<file path="src/rtl/arb_req_ctrl.sv">
// ============================================================================
// Module : arb_req_ctrl
// Brief  : Client-side request/ownership controller for a fixed-priority arbiter.
// Rev    : 1.0
// ============================================================================
`default_nettype none

module arb_req_ctrl #(
  parameter int NCLI       = 5,
  parameter int BURST_LEN  = 4,
  parameter int STARVE_LIM = 15,
  localparam int IDW       = (NCLI > 1) ? $clog2(NCLI) : 1
) (
  input  logic            clk,
  input  logic            rst_,
  input  logic [NCLI-1:0] start,
  input  logic [NCLI-1:0] grt,
  output logic [NCLI-1:0] req,
  output logic            owner_vld,
  output logic [IDW-1:0]  owner_id,
  output logic [NCLI-1:0] done,
  output logic [NCLI-1:0] starve,
  output logic            err
);

  localparam int              CNTW       = (BURST_LEN > 1) ? $clog2(BURST_LEN) : 1;
  localparam int              WW         = $clog2(STARVE_LIM + 1);
  localparam logic [CNTW-1:0] C_CNT_INIT = CNTW'(BURST_LEN - 1);
  localparam logic [WW-1:0]   C_WAIT_MAX = WW'(STARVE_LIM);

  localparam logic [0:0] ST_IDLE = 1'b0;
  localparam logic [0:0] ST_OWN  = 1'b1;

  logic [0:0]      r_state, w_state_nxt;
  logic [IDW-1:0]  r_owner_id, w_owner_id_nxt;
  logic [CNTW-1:0] r_cnt, w_cnt_nxt;
  logic [NCLI-1:0] r_pend, w_pend_nxt;
  logic            r_err;

  logic [NCLI-1:0] w_cand;
  logic [NCLI-1:0] w_own_oh;
  logic [NCLI-1:0] w_cap_oh;
  logic [IDW-1:0]  w_cap_id;
  logic            w_capture;
  logic            w_last;
  logic            w_own_grt;

  // Grants to non-pending clients are meaningless and masked out here.
  assign w_cand    = grt & r_pend;
  assign w_capture = (r_state == ST_IDLE) && (|w_cand);
  assign w_last    = (r_state == ST_OWN) && (r_cnt == '0);
  assign w_own_grt = |(grt & w_own_oh);

  always_comb begin
    w_cap_id = '0;
    for (int i = NCLI - 1; i >= 0; i--) begin
      if (w_cand[i]) w_cap_id = IDW'(i);
    end
  end

  for (genvar i = 0; i < NCLI; i++) begin : g_oh
    assign w_own_oh[i] = (r_state == ST_OWN) && (r_owner_id == IDW'(i));
    assign w_cap_oh[i] = w_capture && (w_cap_id == IDW'(i));
  end

  always_ff @(posedge clk) begin
    if (rst_) begin
      r_state    <= ST_IDLE;
      r_owner_id <= '0;
      r_cnt      <= '0;
    end else begin
      r_state    <= w_state_nxt;
      r_owner_id <= w_owner_id_nxt;
      r_cnt      <= w_cnt_nxt;
    end
  end

  always_comb begin
    w_state_nxt    = r_state;
    w_owner_id_nxt = r_owner_id;
    w_cnt_nxt      = r_cnt;
    case (r_state)
      ST_IDLE: begin
        if (w_capture) begin
          w_state_nxt    = ST_OWN;
          w_owner_id_nxt = w_cap_id;
          w_cnt_nxt      = C_CNT_INIT;
        end
      end
      ST_OWN: begin
        if (r_cnt == '0) begin
          w_state_nxt    = ST_IDLE;
          w_owner_id_nxt = '0;
        end else begin
          w_cnt_nxt = r_cnt - CNTW'(1);
        end
      end
      default: begin
        w_state_nxt    = ST_IDLE;
        w_owner_id_nxt = '0;
        w_cnt_nxt      = '0;
      end
    endcase
  end

  always_comb begin
    owner_vld = (r_state == ST_OWN);
    owner_id  = r_owner_id;
    req       = owner_vld ? w_own_oh : r_pend;
    done      = w_last ? w_own_oh : '0;
    err       = r_err;
  end

  // A start is only honoured by a client that is neither pending nor owning.
  assign w_pend_nxt = (r_pend & ~w_cap_oh) | (start & ~r_pend & ~w_own_oh);

  always_ff @(posedge clk) begin
    if (rst_) begin
      r_pend <= '0;
      r_err  <= 1'b0;
    end else begin
      r_pend <= w_pend_nxt;
      if ((r_state == ST_OWN) && !w_own_grt) r_err <= 1'b1;
    end
  end

  for (genvar i = 0; i < NCLI; i++) begin : g_cli
    logic [WW-1:0] r_wait;

    always_ff @(posedge clk) begin
      if (rst_ || !r_pend[i]) begin
        r_wait <= '0;
      end else if (r_wait != C_WAIT_MAX) begin
        r_wait <= r_wait + WW'(1);
      end
    end

    assign starve[i] = r_pend[i] && (r_wait == C_WAIT_MAX);
  end

endmodule

`default_nettype wire
</file>
<file path="config.mk">
export PLATFORM = sky130hd
export DESIGN_NAME = arb_req_ctrl
export DESIGN_NICKNAME = d
export VERILOG_FILES = /design/src/rtl/arb_req_ctrl.sv
export SDC_FILE = /design/constraint.sdc
export NUM_CORES = 1
export LEC_CHECK = 0
export ABC_AREA = 1
export CAP_MARGIN = 20
export CORE_ASPECT_RATIO = 0.6
export CORE_MARGIN = 2
export CORE_UTILIZATION = 52
export CTS_BUF_LIST = sky130_fd_sc_hd__clkbuf_8
export DETAILED_ROUTE_END_ITERATION = 12
export GPL_TIMING_DRIVEN = 0
export PLACE_DENSITY = 0.9
export SYNTH_ARGS = -nofsm -noshare
export SYNTH_HDL_FRONTEND = slang
export SYNTH_SLANG_ARGS = --single-unit
</file>
<file path="constraint.sdc">
create_clock -name clk -period 1.5 [get_ports clk]
set_clock_uncertainty 0.05 [all_clocks]
set_input_delay 0.45 -clock clk [delete_from_list [all_inputs] [get_ports clk]]
set_output_delay 0.45 -clock clk [all_outputs]
set_load 0.1 [all_outputs]
</file>
==> results of run 1 <==
-- repair_timing --
| action | CTS |
|---|---|
| gates resized for setup | 183 |
| buffers inserted | 27 |
| setup endpoints to repair | 23 |
| pin swaps | 18 |
-- stage by stage --
stage | util, % | instances
floorplan | - | 206
global placement | 76.6 | 279
CTS | 95.8 | 314
detailed placement | 76.6 | 279
-- kinds of logic after synthesis --
family / share of synthesized area (%)
adders and majority gates: 4.90
and+or+nand+nor: 27.5
AOI/OAI and AO/OA: 18.3
buffers and inverters: 7.43
DFF: 41.8
-- synthesized netlist by cell type, types with 2 or more instances --
| cell type | n | share of area (%) |
|---|---|---|
| dfxtp_1 | 32 | 42 |
| inv_1 | 25 | 6.1 |
| nand3_1 | 23 | 7.5 |
| nor2_1 | 22 | 5.4 |
| a21oi_1 | 21 | 6.9 |
| nand2_1 | 21 | 5.1 |
| o21ai_0 | 19 | 6.2 |
| nor3_1 | 7 | 2.3 |
| ha_1 | 6 | 4.9 |
| nand2_2 | 6 | 2.5 |
| nand4_1 | 6 | 2.5 |
| a211oi_1 | 4 | 2.0 |
| a31oi_1 | 4 | 1.6 |
| nor2_2 | 2 | 0.82 |
==> metrics.csv, run 1 <==
metric,value,unit
status,aborted with a tool error,
Stop stage,global routing (5_1_grt),
Err,"[ERROR DPL-0038] Utilization greater than 100%, impossible to legalize",
die width,74.1,um
Starting Density,54.0,%
syn nets,224,
ys async rst share,0,%
mean post-synth cell area,7.43,um2
Netlist cell types,22,
placed inst area,2170,um2
total CTS buffers,5,
H-tree depth,2,
WEP type,top-level output,
Ys Warns,0,
Netlist Area Pre-Place,1530,um2
row count,15,
"worst slack, placed",-1.13,ns
largest net degree at the start of global routing,11,
#FFs+latches synth,32,
Post-synth EDFFs,0,
hpwl dp,2880,um
IO Port Bufs,31,
cts hold-fix bufs,0,
predominant post-synthesis flop cell,dfxtp_1,
synthesized instance count,206,
CTS root buffer,clkbuf_8,
gp weighted congestion,0.870,
Die H,46.0,um
worst_ep grt,done[1],
Ports,32,
sequential fraction of the synthesis area,41.8,%
Clock Sinks,32,
clock tree buffer depth,2,
==> run 2: changes to the inputs <==
Settings changed: CORE_ASPECT_RATIO 0.6 to not set, CORE_UTILIZATION 52 to 40, CTS_BUF_LIST sky130_fd_sc_hd__clkbuf_8 to not set, PLACE_DENSITY 0.9 to not set, PLACE_DENSITY_LB_ADDON set to 0.15.
==> metrics.csv, run 2 <==
metric,value,unit,change
status,finished with violations,,was aborted with a tool error
failing checks,negative setup slack,,
synthesized instance count,206,,unchanged
data arrival time of the worst path,1.33,ns,
first-pass GRT wire length,7470,um,
Clock Sinks,32,,unchanged
die width,65.9,um,was 74.1 um
WP data required,1.00,ns,
Netlist Area Pre-Place,1530,um2,unchanged
layout cells sized above 1,46.9,%,
row count,22,,was 15
syn nets,224,,unchanged
Final Hold Viols,0,,
leading area contributor after synthesis,dfxtp_1,,unchanged
CP max stage delay,0.38,ns,
Post-synth EDFFs,0,,unchanged
gp weighted congestion,0.825,,was 0.870
"worst slack, placed",-1.15,ns,was -1.13 ns
Worst Hold Launch,err,,
Top reg by flops,g_cli.r_wait,,
critical path launch point type,register,,
Max Slew Vio Count,0,,
Die ar.,4340,um2,
GRT met2 Usage,40.7,%,
Layout Nets,292,,
CTS root buffer,clkbuf_8,,unchanged
sequential fraction of the synthesis area,41.8,%,unchanged
Yosys top cell area share,41.8,%,unchanged
number of routed nets with antenna violations,0,,
met1 usage,25.8,%,
#FFs+latches synth,32,,unchanged
Crit. End Element,output port,,
total routed wirelength,4190,um,
R2R cell count,6,,
WL per Instance,13.0,um,
Max IR drop VDD,0.784,mV,
via count,1665,,
H-tree depth,2,,unchanged
Worst Hold Depth,2,,
vias per inst,5.15,,
clock tree buffer depth,2,,unchanged
IO Port Bufs,31,,unchanged
M3 GR Usage,4.94,%,
RSZ-0062 raised after global routing,yes,,
hpwl dp,2670,um,was 2880 um
DR pass1 iterations,4,,
worst-skew pair later-pin latency,0.28,ns,
DRC Markers,0,,
largest cells by area after synthesis,"dfxtp_1, nand3_1, a21oi_1",,unchanged
"delay-heaviest family, CP",flip-flops,,
Worst Setup SP,owner_vld,,
Ports,32,,unchanged
ys async rst share,0,%,unchanged
Final setup viols,15,,
Worst-Margin Slew,0.282,ns,
final worst-path cycle share,122,%,
Worst Path Max Fanout,6,,
WHS,0.417,ns,
DR iter-0 viols,48,,
Leak,1.07,nW,
CP Depth,6,,
Ys Warns,0,,unchanged
vias in the first global route,1721,,
CTS tree,yes,,
CP max stage cell,dfxtp_4,,
Worst R2R Start,g_cli[2].r_wait[1],,
GR peak layer,met2,,
predominant post-synthesis flop cell,dfxtp_1,,unchanged
mean post-synth cell area,7.43,um2,unchanged
most common cell in the synthesized netlist,dfxtp_1,,unchanged
"commonest non-fill, non-tap cell in the layout",buf_4,,
largest net degree at the start of global routing,11,,
total grt overflow,0,,
Worst-path clk slew,0.06,ns,
worst path bufs/invs,3,,
max reg flops,20,,
"Critical Path, Cell by Cell","inv_6, nor2_4, buf_12, nand3_4, nor2_4, buf_12",,
Syn-to-layout area delta,80.8,%,
"commonest cells after routing, fill and taps aside","buf_4, inv_1, a21oi_1",,
Final Worst Setup Slack,-0.334,ns,
R2R setup slack,0.24,ns,
Post-synth top cells,"dfxtp_1, inv_1, nand3_1",,unchanged
power density over the cells,969,nW/um2,
hold crit path type,reg2reg,,
Netlist cell types,22,,unchanged
fmax,545,MHz,
Starting Density,41.8,%,was 54.0%
crit path time final,1.83,ns,
core area,3660,um2,
relative slew slack,81.3,%,
max cap viols,0,,
Antenna diodes,0,,
overall global routing resource usage,22.3,%,
total CTS buffers,5,,unchanged
final core utilization,75.6,%,
Die H,65.9,um,was 46.0 um
initial antenna violation count,0,,
WS Path Type,reg2out,,
[run 2: cell families (layout without fill, tap and decap cells)]
| family | Yosys count | in the layout | share of synthesized area, % |
|---|---|---|---|
| AND/OR/NAND/NOR | 89 | 89 | 27.5 |
| AO/OA/AOI/OAI | 51 | 51 | 18.3 |
| flip-flops | 32 | 32 | 41.8 |
| buffers and inverters | 28 | 97 | 7.43 |
| adder cells (fa/ha/maj) | 6 | 6 | 4.90 |
[run 2: stage by stage]
stage	total power [mW]	cell area, um2	TNS [ns]	instances
after CTS	2.67	2690	-4.17	318
after global placement	1.81	2180	-22.17	285
final	2.68	2770	-3.97	323
after floorplan	1.63	1810	-4.92	206
after detailed placement	1.81	2180	-21.83	285
after global routing	2.82	2770	-4.76	323
[run 2: area by class of cell]
class / count / area [um2]
Multi-Input combinational cell: 146 / 1120
Timing Repair Buffer: 61 / 709
Inverter: 26 / 103
Tap cell: 48 / 60.1
Fill cell: 270 / 892
Sequential cell: 32 / 671
Clock buffer: 7 / 76.3
Buffer: 2 / 22.5
Clock inverter: 1 / 5.00
[run 2: final timing paths]
kind / endpoint
max: done[1]
max reg2reg: g_cli[2].r_wait[0]
min reg2reg: err
min: err
[run 2: tightest hold or removal path: stages, from the launching register on]
cell	delay, ns
dfxtp_1	0.31
inv_1	0.07
a21oi_2	0.05
[run 2: power breakdown]
part	internal, mW	switching (mW)	total [mW]
clock network	0.325	0.303	0.628
logic	0.384	0.693	1.08
registers	0.912	0.0677	0.979
[run 2: repair_timing]
item | in CTS | in global routing
gates resized for setup | 186 | 13
hold buffers | 0 | 0
setup endpoints to repair | 20 | 32
pin swaps | 17 | 3
buffers inserted | 25 | 5
[run 2: routing by layer]
layer  wire (um)  vias to the layer above  share of wire, %
li1            -                      848                 -
met5           0                        -                 0
met1        1750                      781                42
met4          44                        0               1.0
met2        2210                       31                53
met3         190                        5               4.5
Power figures use the tool's default switching activity.
